### config.mk
export PLATFORM = sky130hd
export DESIGN_NAME = vga_tmds_encoder_flat
export DESIGN_NICKNAME = d
export VERILOG_FILES = /design/src/rtl/tmds_pkg.sv /design/src/rtl/vga_tmds_encoder_if.sv /design/src/rtl/tmds_channel.sv /design/src/rtl/vga_tmds_encoder.sv /design/src/flat_wrapper.sv
export SDC_FILE = /design/constraint.sdc
export NUM_CORES = 1
export LEC_CHECK = 0
export CAP_MARGIN = 10
export CORE_AREA = 3 3 128 161
export DETAILED_ROUTE_END_ITERATION = 10
export DIE_AREA = 0 0 131 164
export MAX_ROUTING_LAYER = met4
export PLACE_DENSITY = 0.42
export SYNTH_ARGS = -nofsm -noshare
export SYNTH_HDL_FRONTEND = slang
export SYNTH_SLANG_ARGS = --single-unit
### constraint.sdc
create_clock -name clk -period 3.1 [get_ports clk]
set_clock_uncertainty 0.15 [all_clocks]
set_input_delay 0.62 -clock clk [delete_from_list [all_inputs] [get_ports clk]]
set_output_delay 0.62 -clock clk [all_outputs]
set_load 0.01 [all_outputs]
### src/rtl/tmds_pkg.sv
// Shared constants, types and helpers for the DVI 1.0 TMDS encoder.
// Optional build macro consumed by the top: TMDS_COLOR_EXPAND_EN.
package tmds_pkg;

  localparam int TMDS_LATENCY = 3;
  localparam int CNT_W = 5;

  // Control words indexed by {c1,c0}; bit 0 is serialised first.
  localparam logic [9:0] CTRL_00 = 10'b1101010100;
  localparam logic [9:0] CTRL_01 = 10'b0010101011;
  localparam logic [9:0] CTRL_10 = 10'b0101010100;
  localparam logic [9:0] CTRL_11 = 10'b1010101011;

  typedef struct packed {
    logic vs;
    logic hs;
    logic de;
  } sync_t;

  function automatic logic [3:0] popcount8(input logic [7:0] v);
    logic [3:0] n;
    n = '0;
    for (int i = 0; i < 8; i++) n = n + {3'b000, v[i]};
    return n;
  endfunction

  function automatic logic [9:0] ctrl_code(input logic [1:0] c);
    logic [9:0] w;
    case (c)
      2'b00:   w = CTRL_00;
      2'b01:   w = CTRL_01;
      2'b10:   w = CTRL_10;
      default: w = CTRL_11;
    endcase
    return w;
  endfunction

endpackage

### src/rtl/vga_tmds_encoder_if.sv
// Raster-side inputs and TMDS-side outputs of the encoder as one bundle.
// There is no valid/ready: every clk edge is a transfer on both sides, input is presented every cycle.
interface vga_tmds_encoder_if #(parameter int COLOR_BITS = 4);
  logic [COLOR_BITS-1:0] vga_r;
  logic [COLOR_BITS-1:0] vga_g;
  logic [COLOR_BITS-1:0] vga_b;
  logic                  vga_hs;
  logic                  vga_vs;
  logic                  vga_de;
  logic [9:0]            tmds_r;
  logic [9:0]            tmds_g;
  logic [9:0]            tmds_b;
  logic                  out_hs;
  logic                  out_vs;
  logic                  out_de;

  modport master (
    output vga_r, vga_g, vga_b, vga_hs, vga_vs, vga_de,
    input  tmds_r, tmds_g, tmds_b, out_hs, out_vs, out_de
  );

  modport slave (
    input  vga_r, vga_g, vga_b, vga_hs, vga_vs, vga_de,
    output tmds_r, tmds_g, tmds_b, out_hs, out_vs, out_de
  );
endinterface

### src/rtl/tmds_channel.sv
// One TMDS lane: transition-minimising stage (q_m) followed by the DC-balance
// stage with its running disparity counter. Two register stages.
module tmds_channel
  import tmds_pkg::*;
(
  input  logic       clk,
  input  logic       reset,
  input  logic [7:0] d,
  input  logic       de,
  input  logic [1:0] c,
  output logic [9:0] tmds
);

  localparam logic signed [CNT_W-1:0] ZERO  = '0;
  localparam logic signed [CNT_W-1:0] TWO   = CNT_W'(2);
  localparam logic signed [CNT_W-1:0] EIGHT = CNT_W'(8);

  logic [3:0]              n1d;
  logic                    use_xnor;
  logic [8:0]              q_m_d, q_m_q;
  logic [3:0]              n1_d, n1_q;
  logic                    de_q;
  logic [1:0]              c_q;
  logic signed [CNT_W-1:0] diff;
  logic signed [CNT_W-1:0] cnt_d, cnt_q;
  logic [9:0]              tmds_d, tmds_q;

  always_comb begin
    n1d      = popcount8(d);
    use_xnor = (n1d > 4'd4) || ((n1d == 4'd4) && !d[0]);
    q_m_d    = '0;
    q_m_d[0] = d[0];
    for (int i = 1; i < 8; i++)
      q_m_d[i] = use_xnor ? ~(q_m_d[i-1] ^ d[i]) : (q_m_d[i-1] ^ d[i]);
    q_m_d[8] = ~use_xnor;
    n1_d     = popcount8(q_m_d[7:0]);
  end

  // diff = n1 - n0 = 2*n1 - 8, kept in the counter's signed width.
  always_comb begin
    diff   = $signed(CNT_W'({n1_q, 1'b0})) - EIGHT;
    tmds_d = CTRL_00;
    cnt_d  = cnt_q;
    if (!de_q) begin
      tmds_d = ctrl_code(c_q);
      cnt_d  = ZERO;
    end else if ((cnt_q == ZERO) || (diff == ZERO)) begin
      tmds_d = {~q_m_q[8], q_m_q[8], q_m_q[8] ? q_m_q[7:0] : ~q_m_q[7:0]};
      cnt_d  = q_m_q[8] ? (cnt_q + diff) : (cnt_q - diff);
    end else if (((cnt_q > ZERO) && (diff > ZERO)) || ((cnt_q < ZERO) && (diff < ZERO))) begin
      tmds_d = {1'b1, q_m_q[8], ~q_m_q[7:0]};
      cnt_d  = cnt_q + (q_m_q[8] ? TWO : ZERO) - diff;
    end else begin
      tmds_d = {1'b0, q_m_q[8], q_m_q[7:0]};
      cnt_d  = cnt_q - (q_m_q[8] ? ZERO : TWO) + diff;
    end
  end

  always_ff @(posedge clk) begin
    if (reset) begin
      q_m_q  <= '0;
      n1_q   <= '0;
      de_q   <= 1'b0;
      c_q    <= 2'b00;
      cnt_q  <= ZERO;
      tmds_q <= CTRL_00;
    end else begin
      q_m_q  <= q_m_d;
      n1_q   <= n1_d;
      de_q   <= de;
      c_q    <= c;
      cnt_q  <= cnt_d;
      tmds_q <= tmds_d;
    end
  end

  assign tmds = tmds_q;

endmodule

### src/rtl/vga_tmds_encoder.sv
// VGA-to-DVI TMDS encoder top: input register, colour widening, sync/de delay line.
// Define TMDS_COLOR_EXPAND_EN for bit-replicated colour widening; default is zero padding.
module vga_tmds_encoder
  import tmds_pkg::*;
#(
  parameter int COLOR_BITS = 4,
  parameter int LATENCY    = TMDS_LATENCY
) (
  input  logic                   clk,
  input  logic                   reset,
  vga_tmds_encoder_if.slave      bus
);

  logic [7:0] r_d, g_d, b_d;
  logic [7:0] r_q, g_q, b_q;
  sync_t      sync_d [LATENCY];
  sync_t      sync_q [LATENCY];
  logic [9:0] tmds_r, tmds_g, tmds_b;

  function automatic logic [7:0] widen(input logic [COLOR_BITS-1:0] c);
    logic [7:0] w;
`ifdef TMDS_COLOR_EXPAND_EN
    for (int i = 0; i < 8; i++) w[7-i] = c[COLOR_BITS-1-(i % COLOR_BITS)];
`else
    w = 8'(c) << (8 - COLOR_BITS);
`endif
    return w;
  endfunction

  // sync_q[0] is the stage-1 copy feeding the lanes; the tail is the output.
  always_comb begin
    r_d       = widen(bus.vga_r);
    g_d       = widen(bus.vga_g);
    b_d       = widen(bus.vga_b);
    sync_d[0] = {bus.vga_vs, bus.vga_hs, bus.vga_de};
    for (int i = 1; i < LATENCY; i++) sync_d[i] = sync_q[i-1];
  end

  always_ff @(posedge clk) begin
    if (reset) begin
      r_q <= '0;
      g_q <= '0;
      b_q <= '0;
      for (int i = 0; i < LATENCY; i++) sync_q[i] <= '0;
    end else begin
      r_q <= r_d;
      g_q <= g_d;
      b_q <= b_d;
      for (int i = 0; i < LATENCY; i++) sync_q[i] <= sync_d[i];
    end
  end

  tmds_channel u_red (
    .clk(clk), .reset(reset), .d(r_q), .de(sync_q[0].de), .c(2'b00), .tmds(tmds_r)
  );

  tmds_channel u_green (
    .clk(clk), .reset(reset), .d(g_q), .de(sync_q[0].de), .c(2'b00), .tmds(tmds_g)
  );

  // Only the blue lane carries sync: c1 = vs, c0 = hs.
  tmds_channel u_blue (
    .clk(clk), .reset(reset), .d(b_q), .de(sync_q[0].de),
    .c({sync_q[0].vs, sync_q[0].hs}), .tmds(tmds_b)
  );

  assign bus.tmds_r = tmds_r;
  assign bus.tmds_g = tmds_g;
  assign bus.tmds_b = tmds_b;
  assign bus.out_hs = sync_q[LATENCY-1].hs;
  assign bus.out_vs = sync_q[LATENCY-1].vs;
  assign bus.out_de = sync_q[LATENCY-1].de;

endmodule

### src/flat_wrapper.sv
// flat-port wrapper written by rule: the top's interface ports become plain ports
module vga_tmds_encoder_flat import tmds_pkg::*;
#(
  parameter int COLOR_BITS = 4,
  parameter int LATENCY    = TMDS_LATENCY
)
  (clk, reset, bus_vga_r, bus_vga_g, bus_vga_b, bus_vga_hs, bus_vga_vs, bus_vga_de, bus_tmds_r, bus_tmds_g, bus_tmds_b, bus_out_hs, bus_out_vs, bus_out_de);
  vga_tmds_encoder_if #(.COLOR_BITS(COLOR_BITS)) bus_i ();
  input  logic clk;
  input  logic reset;
  input wire logic [$bits(bus_i.vga_r)-1:0] bus_vga_r;
  input wire logic [$bits(bus_i.vga_g)-1:0] bus_vga_g;
  input wire logic [$bits(bus_i.vga_b)-1:0] bus_vga_b;
  input wire logic [$bits(bus_i.vga_hs)-1:0] bus_vga_hs;
  input wire logic [$bits(bus_i.vga_vs)-1:0] bus_vga_vs;
  input wire logic [$bits(bus_i.vga_de)-1:0] bus_vga_de;
  output wire logic [$bits(bus_i.tmds_r)-1:0] bus_tmds_r;
  output wire logic [$bits(bus_i.tmds_g)-1:0] bus_tmds_g;
  output wire logic [$bits(bus_i.tmds_b)-1:0] bus_tmds_b;
  output wire logic [$bits(bus_i.out_hs)-1:0] bus_out_hs;
  output wire logic [$bits(bus_i.out_vs)-1:0] bus_out_vs;
  output wire logic [$bits(bus_i.out_de)-1:0] bus_out_de;
  assign bus_i.vga_r = bus_vga_r;
  assign bus_i.vga_g = bus_vga_g;
  assign bus_i.vga_b = bus_vga_b;
  assign bus_i.vga_hs = bus_vga_hs;
  assign bus_i.vga_vs = bus_vga_vs;
  assign bus_i.vga_de = bus_vga_de;
  assign bus_tmds_r = bus_i.tmds_r;
  assign bus_tmds_g = bus_i.tmds_g;
  assign bus_tmds_b = bus_i.tmds_b;
  assign bus_out_hs = bus_i.out_hs;
  assign bus_out_vs = bus_i.out_vs;
  assign bus_out_de = bus_i.out_de;
  vga_tmds_encoder #(.COLOR_BITS(COLOR_BITS), .LATENCY(LATENCY)) u_core (.clk(clk), .reset(reset), .bus(bus_i));
endmodule
Word-level counts from Yosys, hierarchy flattened
Memory sizes are Yosys's and may differ from the RTL's. Cells that the tools add are included. W data, S select, Z words.

Flip-flop bits (word level): 111. Memory bits (writable): 9. Bits of input ports: 17. Output and inout bits: 33. Memories: 1.

Add/subtract/negate cells: 63. $lt $le $gt $ge: 15. Equality and inequality tests: 5. Multiplexer cells: 53. Bitwise gates (word level): 55. Reductions and logical operators: 29.

Memory list: u_core.sync_q (depth 3, width 3, read ports 3, clocked after Yosys merged registers in 0, wr ports 3, line vga_tmds_encoder.sv:17) `sync_t sync_q [LATENCY];`.

Operators by type and width (number): $add A4 B1 Y4 (24); $mux W10 (7); $mux W5 (9); $add A5 B5 Y5 (6); $gt A5 B1 Y1 const B (6); $logic_not A5 Y1 (6); $lt A5 B1 Y1 const B (6); $pmux W10 S3 (1); $sub A5 B5 Y5 (6); $not A1 Y1 (28); $add A3 B1 Y4 (6); $mux W1 (24); $mux W8 (3); $not A8 Y8 (3); $xor A1 B1 Y1 (21); $add A2 B1 Y3 (6); $add A5 B3 Y5 (3); $sub A5 B3 Y5 (3); $sub A5 B5 Y5 const B (3); $add A1 B1 Y2 (6); $eq A4 B3 Y1 const B (3); $gt A4 B3 Y1 const B (3); $mux W2 (6); $logic_and A1 B1 Y1 (9); other kinds (8) (22).

Logic depth before layout (Yosys ltp)
Gate-level depths: netlist (run 1).

Depth in word-level cells: 30. Mapped depth: 11. Mapped depth without buffers: 11.

Modules after synthesis
A second synthesis (run 1) with hierarchy kept.

Cells, all modules: 651. Area total of the unflattened synthesis: 6889.1 sq um.

By module, submodules not included: tmds_channel (instances 3, cells an instance 202, area each 2087.0 sq um); vga_tmds_encoder (instances 1, cells an instance 45, area each 628.1 sq um).

Least setup slack after synthesis (run 1)
Ideal clock, no wire load.

Kind: reg-to-reg. Start point: register u_core.g_q[4]. End point: register u_core.u_green.n1_q[1]. Arrival time: 2.213 ns. Required time: 2.822 ns. Path slack: 0.609 ns. Cell stages (with the launch flop): 9. Path buffers: 0. Clock period less this slack: 2.491 ns. Cells stage by stage: dfxtp_1 -> fa_1 -> nand3_1 -> inv_1 -> xnor2_1 -> ha_1 -> and2_1 -> fa_1 -> nor2b_1.

Cells in the longest elaborated chain, start to end: 27. Elaborated cells between the ends (all ways): 34. Those cells by class: add/sub: 11; order compare: 1; eq/ne: 1; mux: 7; bitwise: 12; reduce/logical: 2.

RTL lines: from (decl) (line vga_tmds_encoder.sv:15) `logic [7:0] r_q, g_q, b_q;`; from (signal assigned) (line vga_tmds_encoder.sv:47) `g_q <= g_d;`; $add A4 B1 Y4 (*) (4 in a row) (line tmds_pkg.sv:23) `for (int i = 0; i < 8; i++) n = n + {3'b000, v[i]};`; parallel branches: the longest is 2 deep, another holds $gt A4 B3 Y1; $logic_or A1 B1 Y1 (*) (line tmds_channel.sv:30) `use_xnor = (n1d > 4'd4) || ((n1d == 4'd4) && !d[0]);`; $mux W1 (*) (line tmds_channel.sv:34) `q_m_d[i] = use_xnor ? ~(q_m_d[i-1] ^ d[i]) : (q_m_d[i-1] ^ d[i]);`; named net u_core.u_green.q_m_d[1] (line tmds_channel.sv:20) `logic [8:0] q_m_d, q_m_q;`; $xor A1 B1 Y1 (*) (line tmds_channel.sv:34); $not A1 Y1 (line tmds_channel.sv:34); $mux W1 (*) (line tmds_channel.sv:34); [10 not listed]; $not A1 Y1 (line tmds_channel.sv:34); $mux W1 (*) (line tmds_channel.sv:34); $xor A1 B1 Y1 (*) (line tmds_channel.sv:34); $not A1 Y1 (line tmds_channel.sv:34); $mux W1 (*) (line tmds_channel.sv:34); named net u_core.u_green.q_m_d[7] (line tmds_channel.sv:20); $add A4 B1 Y4 (*) (line tmds_pkg.sv:23); named net u_core.u_green.n1_d[1] (line tmds_channel.sv:21) `logic [3:0] n1_d, n1_q;`; to (signal assigned) (line tmds_channel.sv:69) `n1_q <= n1_d;`; to (decl) (line tmds_channel.sv:21).

Mark *: on every way through the listed nets, which the timed path passes. A chain may end at the register's enable or synchronous reset.

Worst setup path in the final report (run 1)
Start point: register u_core.b_q[4]. End point: register u_core.u_blue.n1_q[1].

Cells in the longest elaborated chain, start to end: 27. Elaborated cells between the ends (all ways): 34. Those cells by class: add/sub: 11; order compare: 1; eq/ne: 1; mux: 7; bitwise: 12; reduce/logical: 2.

RTL lines: from (decl) (line vga_tmds_encoder.sv:15); from (signal assigned) (line vga_tmds_encoder.sv:43) `b_q <= '0;`; from (signal assigned) (line vga_tmds_encoder.sv:48) `b_q <= b_d;`; parallel branches: the longest is 25 deep, another holds $add A4 B1 Y4; $mux W1 (*) (line tmds_channel.sv:34); named net u_core.u_blue.q_m_d[7] (line tmds_channel.sv:20); $add A4 B1 Y4 (*) (line tmds_pkg.sv:23); to (signal assigned) (line tmds_channel.sv:69); to (decl) (line tmds_channel.sv:21).

Marks and branches as above.

==> results of run 1 <==
metal layers:
metal	routed length, um	vias to the layer above
met5	0	-
met2	4770	50
li1	-	1589
met1	4150	1470
met3	231	12
met4	130	0
worst max-delay path, stage by stage (launching register included):
cell and delay [ps]:
dfxtp_1 350, fa_1 570, nand3_1 240, xor2_1 270, ha_1 300, nand2_1 60, fa_1 510, nor2_1 40
how the worst min path moves through the flow:
stage / from / endpoint / slack, ps / cells past startpoint
after global routing: u_core.sync_q[0][0] / u_core.sync_q[0][3] / 310 / 1
after global placement: u_core.sync_q[0][0] / u_core.sync_q[0][3] / 270 / 1
final: u_core.sync_q[0][0] / u_core.sync_q[0][3] / 280 / 1
after floorplan: u_core.sync_q[0][0] / u_core.sync_q[0][3] / 260 / 1
after detailed placement: u_core.sync_q[0][0] / u_core.sync_q[0][3] / 270 / 1
after CTS: u_core.sync_q[0][0] / u_core.sync_q[0][3] / 290 / 1
logic make-up after synthesis:
group	Yosys count	share of synthesized area (%)
AOI/OAI and AO/OA	59	8.74
xor gates and xnor gates	59	10.8
adders and majority gates	76	23.3
buffers and inverters	65	5.51
DFF	85	35.7
muxes	14	3.55
and+or+nand+nor	109	12.4
stage by stage:
step                      cell area, um^2  utilization (%)
after detailed placement             5530             28.6
after CTS                            5890             30.5
after global routing                 5890             30.5
after global placement               5530             28.6
final                                5890             30.5
after floorplan                      4760                -
cell type report:
class | count | area share, %
Sequential cell | 85 | 28.9
Timing Repair Buffer | 52 | 8.63
Clock inverter | 3 | 1.53
Inverter | 49 | 3.12
Clock buffer | 13 | 4.59
Tap cell | 265 | 5.63
Multi-Input combinational cell | 317 | 47.6
sequential cells by signal (all words and copies together) (netlist names), 6 cells and up:
register              cells
u_core.u_blue.tmds        9
u_core.u_red.tmds         8
u_core.u_red.q_m_q        6
u_core.sync_q             8
u_core.u_blue.q_m_q       6
u_core.u_green.q_m_q      6
u_core.u_green.tmds       8
report_power, final:
part | switching (mW) | total (mW) | internal [mW]
Clock | 0.420 | 1.27 | 0.854
Combinational | 0.341 | 0.663 | 0.322
Sequential | 0.0472 | 1.20 | 1.15
layout by cell type (no fill, tap or decap), types with 2 or more instances in the layout:
master | Yosys | routed
nand2_1 | 17 | 17
or3_4 | 3 | 3
o21ai_0 | 5 | 5
nor2_1 | 33 | 33
dfxtp_1 | 85 | 85
and2_1 | 3 | 3
clkbuf_16 | 0 | 9
a21o_1 | 10 | 10
nand3_1 | 3 | 3
inv_1 | 49 | 49
nor2_2 | 2 | 2
a21oi_1 | 23 | 23
nor3_1 | 2 | 2
xor2_1 | 13 | 13
mux2i_1 | 9 | 9
bufinv_16 | 0 | 3
clkbuf_8 | 0 | 3
ha_1 | 55 | 55
clkdlybuf4s50_1 | 0 | 48
fa_1 | 21 | 21
mux2_2 | 3 | 3
nor2b_1 | 33 | 33
a31oi_4 | 3 | 3
a31oi_1 | 4 | 4
xnor2_1 | 46 | 46
a211oi_1 | 10 | 10
mux2i_4 | 2 | 2
nand2b_1 | 6 | 6
buf_4 | 5 | 3
==> flow_summary.yaml, run 1 <==
floorplan:
  start_util_pct: 24.7
  die_y_um: 164
  ios: 50
  core_region_area_mm2: 0.0193
  die_area_mm2: 0.0215
  rows: 57
  die_x_um: 131
sta:
  hold_ws_ps: 283
  rsz0062_at_grt: "no"
  timing.final.crit_share_pct: 84.5
  timing.slew.headroom_pct: 59.2
  min_period_ps: 2620
  worstMarginPinSlew_ps: 610
  finalSetupViolCount: 0
  fmax_ghz: 0.382
  fin_setup_tns_ps: 0
  hold_viol_final: 0
  drv_slew: 0
  fin_ws_ps: 479
final_layout:
  drive_above_1_share_pct: 7.13
  n_antenna_cell: 0
  seq_area_mm2: 0.00170
  multi_input_area_mm2: 0.00280
  area_growth_pct: 23.5
  nets: 607
  num-fill-cells: 2032
  fin_cells: 784
global_routing:
  grt_pass1_vias: 3327
  met1_usage_pct: 11.1
  antenna_found_initial: 0
  grt_overflow: 0
  grtUsageMet2_pct: 16.5
  grt_pass1_wl_um: 15800
  busiest_layer: "met2"
  grt_usage_pct: 9.63
  grt_start_max_net_pins: 29
  use_met3_pct: 1.66
placement:
  hpwl_um: 7470
  io_buffers: 49
  post-place-cells: 768
  pre_cts_ws_ps: 442
  gp_congestion: 0.817
drt:
  routed_via_density: 3.98
  first_pass_iters: 4
  wl_per_cell_um: 11.8
  routed_wl_um: 9280
  initialDrtViolationCount: 124
  drcViolationCount: 0
  num_vias: 3121
  antenna_left: 0
setup_path:
  cp_max_fo: 5
  rr_endpoint: "u_core.u_blue.n1_q[1]"
  cp.required_ps: 3160
  critical_path.endpoint_type: "flip-flop"
  endpoint: "u_core.u_blue.n1_q[1]"
  arrival_ps: 2680
  worstSetupPathType: "flip-flop to flip-flop"
  ff2ff_setup_slack_ps: 480
  r2r_cells: 7
  startpoint: "u_core.b_q[4]"
  worstReg2RegStart: "u_core.b_q[4]"
  cp-start-kind: "flip-flop"
clocking:
  worst_skew_pair.late_latency_ps: 330
  root_buffer: "clkbuf_16"
  cts_resized: 0
  cts-buffers-inserted: 9
  cts_setup_buffers: 0
  cts-htree-levels: 3
  cts_tree: "built"
  clkSlewWorstSetupHoldPaths_ps: 60
  cts_hold_buf: 0
  cts_sinks: 85
  clockBufferDepth: 2
synth:
  synth_top_area_share_pct: 35.7
  synthTopCellsByCount: "dfxtp_1, ha_1, inv_1"
  ys_warn_count: 0
  yosys.area.top_type: "dfxtp_1"
  syn_area_per_cell_um2: 10.2
  synth_edf_count: 0
  synth.area.top_cells: "dfxtp_1, ha_1, fa_1"
  synth_nets: 560
  synth_cells: 467
  seq_area_frac_synth_pct: 35.7
  synth-seq-cells: 85
  synth.most_common_cell: "dfxtp_1"
  ys_types: 37
  synth_async_sr_flop_share_pct: 0
  synthesis.area_mm2: 0.00476
  ys.flop_type: "dfxtp_1"
power_and_ir_drop:
  power.density_mw_per_mm2: 533
  power.leakage_nw: 2.52
  finalPower_mw: 3.14
  vdd_drop_max_mv: 0.235
flow_run:
  maxCapViolations: 0
hold_path:
  hold_class: "flip-flop to flip-flop"
run_status:
  status: "finished clean"
(Power assumes the default switching activity.)
==> inputs of run 2 (changes only) <==
--- a/config.mk
+++ b/config.mk
@@ -10,7 +10,7 @@
 export DETAILED_ROUTE_END_ITERATION = 10
 export DIE_AREA = 0 0 131 164
 export MAX_ROUTING_LAYER = met4
-export PLACE_DENSITY = 0.42
+export PLACE_DENSITY = 0.44
 export SYNTH_ARGS = -nofsm -noshare
 export SYNTH_HDL_FRONTEND = slang
 export SYNTH_SLANG_ARGS = --single-unit
==> constraint.sdc (replaced) <==
create_clock -name clk -period 2.15 [get_ports clk]
set_clock_uncertainty 0.15 [all_clocks]
set_input_delay 0.43 -clock clk [delete_from_list [all_inputs] [get_ports clk]]
set_output_delay 0.43 -clock clk [all_outputs]
set_load 0.01 [all_outputs]
==> run 2 against run 1 <==
Compared with the run above:
- the run now ends with setup timing left
- register-to-register slack got worse by 700 ps
- via count increased by 11%
- global-route usage increased by 0.98 points
- critical path depth increased by 1
- clock power increased by 36%
- total power increased by 55%
- worst hold slack improved by 8.4 ps
- critical endpoint is now u_core.u_green.n1_q[1]
==> flow_summary.yaml, run 2 (synthesis results as in run 1) <==
placement:
  gp_congestion: 0.777
  pre_cts_ws_ps: -273
  hpwl_um: 8070
  post_dp_cell_area_mm2: 0.00629
  post-place-cells: 852
  io_buffers: 49
clocking:
  clkSlewWorstSetupHoldPaths_ps: 70
  worst_skew_pair.late_latency_ps: 340
  cts-htree-levels: 3
  cts_hold_buf: 0
  clockBufferDepth: 2
  cts_sinks: 85
  cts_tree: "built"
  root_buffer: "clkbuf_16"
  cts-buffers-inserted: 9
setup_path:
  critical_path.endpoint_type: "flip-flop"
  crit_path_top_delay_cell: "fa_1"
  cp.required_ps: 2220
  r2r_cells: 8
  ff2ff_setup_slack_ps: -220
  cp-start-kind: "flip-flop"
  worstSetupPathType: "flip-flop to flip-flop"
  cp_max_fo: 3
  arrival_ps: 2440
  rr_endpoint: "u_core.u_green.n1_q[1]"
  critPathMaxStageDelay_ps: 540
  worstReg2RegStart: "u_core.g_q[7]"
  crit_top_cell: "fa_1"
  crit_chain: "fa_1 > nand3_2 > inv_2 > xnor2_2 > ha_1 > and2_4 > fa_1 > nor2b_1"
drt:
  wl_per_cell_um: 11.7
  first_pass_iters: 4
  antenna_left: 0
  routed_wl_um: 10300
  num_vias: 3451
  drcViolationCount: 0
  routed_via_density: 3.92
  initialDrtViolationCount: 74
final_layout:
  drive_above_1_share_pct: 37.4
  largest_register_ffs: 9
  n_antenna_cell: 0
  num-fill-cells: 1945
  area_growth_pct: 46.8
  fin_util_pct: 36.2
  seq_area_mm2: 0.00174
  multi_input_area_mm2: 0.00316
  final_common_cell: "buf_4"
  fin_cells: 880
  nets: 703
  final_cell_area_mm2: 0.00700
  final_cell_mix: "buf_4, dfxtp_1, clkdlybuf4s50_1, ha_1, xnor2_1"
global_routing:
  grt_pass1_wl_um: 17600
  antenna_found_initial: 0
  use_met3_pct: 2.11
  busiest_layer: "met2"
  grt_overflow: 0
  grt_start_max_net_pins: 37
  grtUsageMet2_pct: 17.9
  grt_pass1_vias: 3692
  met1_usage_pct: 12.5
  grt_usage_pct: 10.6
power_and_ir_drop:
  vdd_drop_max_mv: 0.414
  power.density_mw_per_mm2: 696
  finalPower_mw: 4.87
  power.leakage_nw: 3.02
sta:
  worstMarginPinSlew_ps: 449
  fin_ws_ps: -223
  drv_slew: 0
  fin_setup_tns_ps: -986
  hold_ws_ps: 291
  hold_viol_final: 0
  fmax_ghz: 0.421
  timing.final.crit_share_pct: 110
  min_period_ps: 2370
  finalSetupViolCount: 11
  timing.slew.headroom_pct: 70.0
  rsz0062_at_grt: "yes"
run_status:
  status: "finished, violations left"
  violations: "setup timing"
hold_path:
  min_to: "u_core.sync_q[0][5]"
  hold_class: "flip-flop to flip-flop"
  min_from: "u_core.sync_q[0][2]"
  hold_path_depth: 1
flow_run:
  maxCapViolations: 0
floorplan:
  core_region_area_mm2: 0.0193
  die_x_um: 131
  die_area_mm2: 0.0215
  rows: 57
  start_util_pct: 24.7
  die_y_um: 164
  ios: 50
==> run 2: changes by cell type in the layout (fill, tap and decap cells not counted), moves of 6 or more <==
cell,delta
a211oi_2,+6
dfxtp_1,-20
inv_2,+14
buf_4,+94
fa_2,+13
a21oi_2,+9
a21oi_1,-9
dfxtp_2,+16
a211oi_1,-6
ha_1,-10
fa_1,-13
ha_4,+10
inv_1,-19
==> run 2: worst max-delay path by stage <==
stage / from / end
finish: u_core.g_q[7] / u_core.u_green.n1_q[1]
global route: u_core.g_q[5] / u_core.u_green.n1_q[1]
CTS: u_core.g_q[7] / u_core.u_green.n1_q[1]
detailed placement: u_core.g_q[4] / u_core.u_green.n1_q[1]
global placement: u_core.g_q[4] / u_core.u_green.n1_q[1]
floorplan: u_core.g_q[7] / u_core.u_green.n1_q[1]
==> run 2: critical path: cells and delay by family (launching register included) <==
kind | cells | cell delay [ps]
adders and majority gates | 3 | 1200
xor gates and xnor gates | 1 | 110
and+or+nand+nor | 3 | 370
DFF | 1 | 330
buffers and inverters | 1 | 100
==> run 2: area by class of cell <==
| cell class | instances | share of cell area [%] |
|---|---|---|
| clock buffers | 9 | 3.22 |
| clock inverters | 7 | 1.50 |
| inverters | 49 | 2.84 |
| multi-input cells | 317 | 45.2 |
| flip-flops and latches | 85 | 24.8 |
| well taps | 265 | 4.74 |
| repair buffers | 148 | 17.7 |
==> run 2: routing by layer <==
metal	part of all wire [%]	vias up
li1	-	1782
met1	45	1614
met2	51	45
met3	2.5	10
met4	1.5	0
met5	0	-
==> run 2: report_power, final <==
part	total (mW)	leakage, nW	internal [mW]	switching (mW)
sequential	1.72	0.705	1.66	0.0583
clock	1.73	0.164	1.04	0.693
combinational	1.42	2.15	0.768	0.648
==> run 2: timing repair <==
item,CTS,global route
pin swaps,26,22
setup endpoints to repair,14,20
resized for setup,32,34
setup buffers,8,4
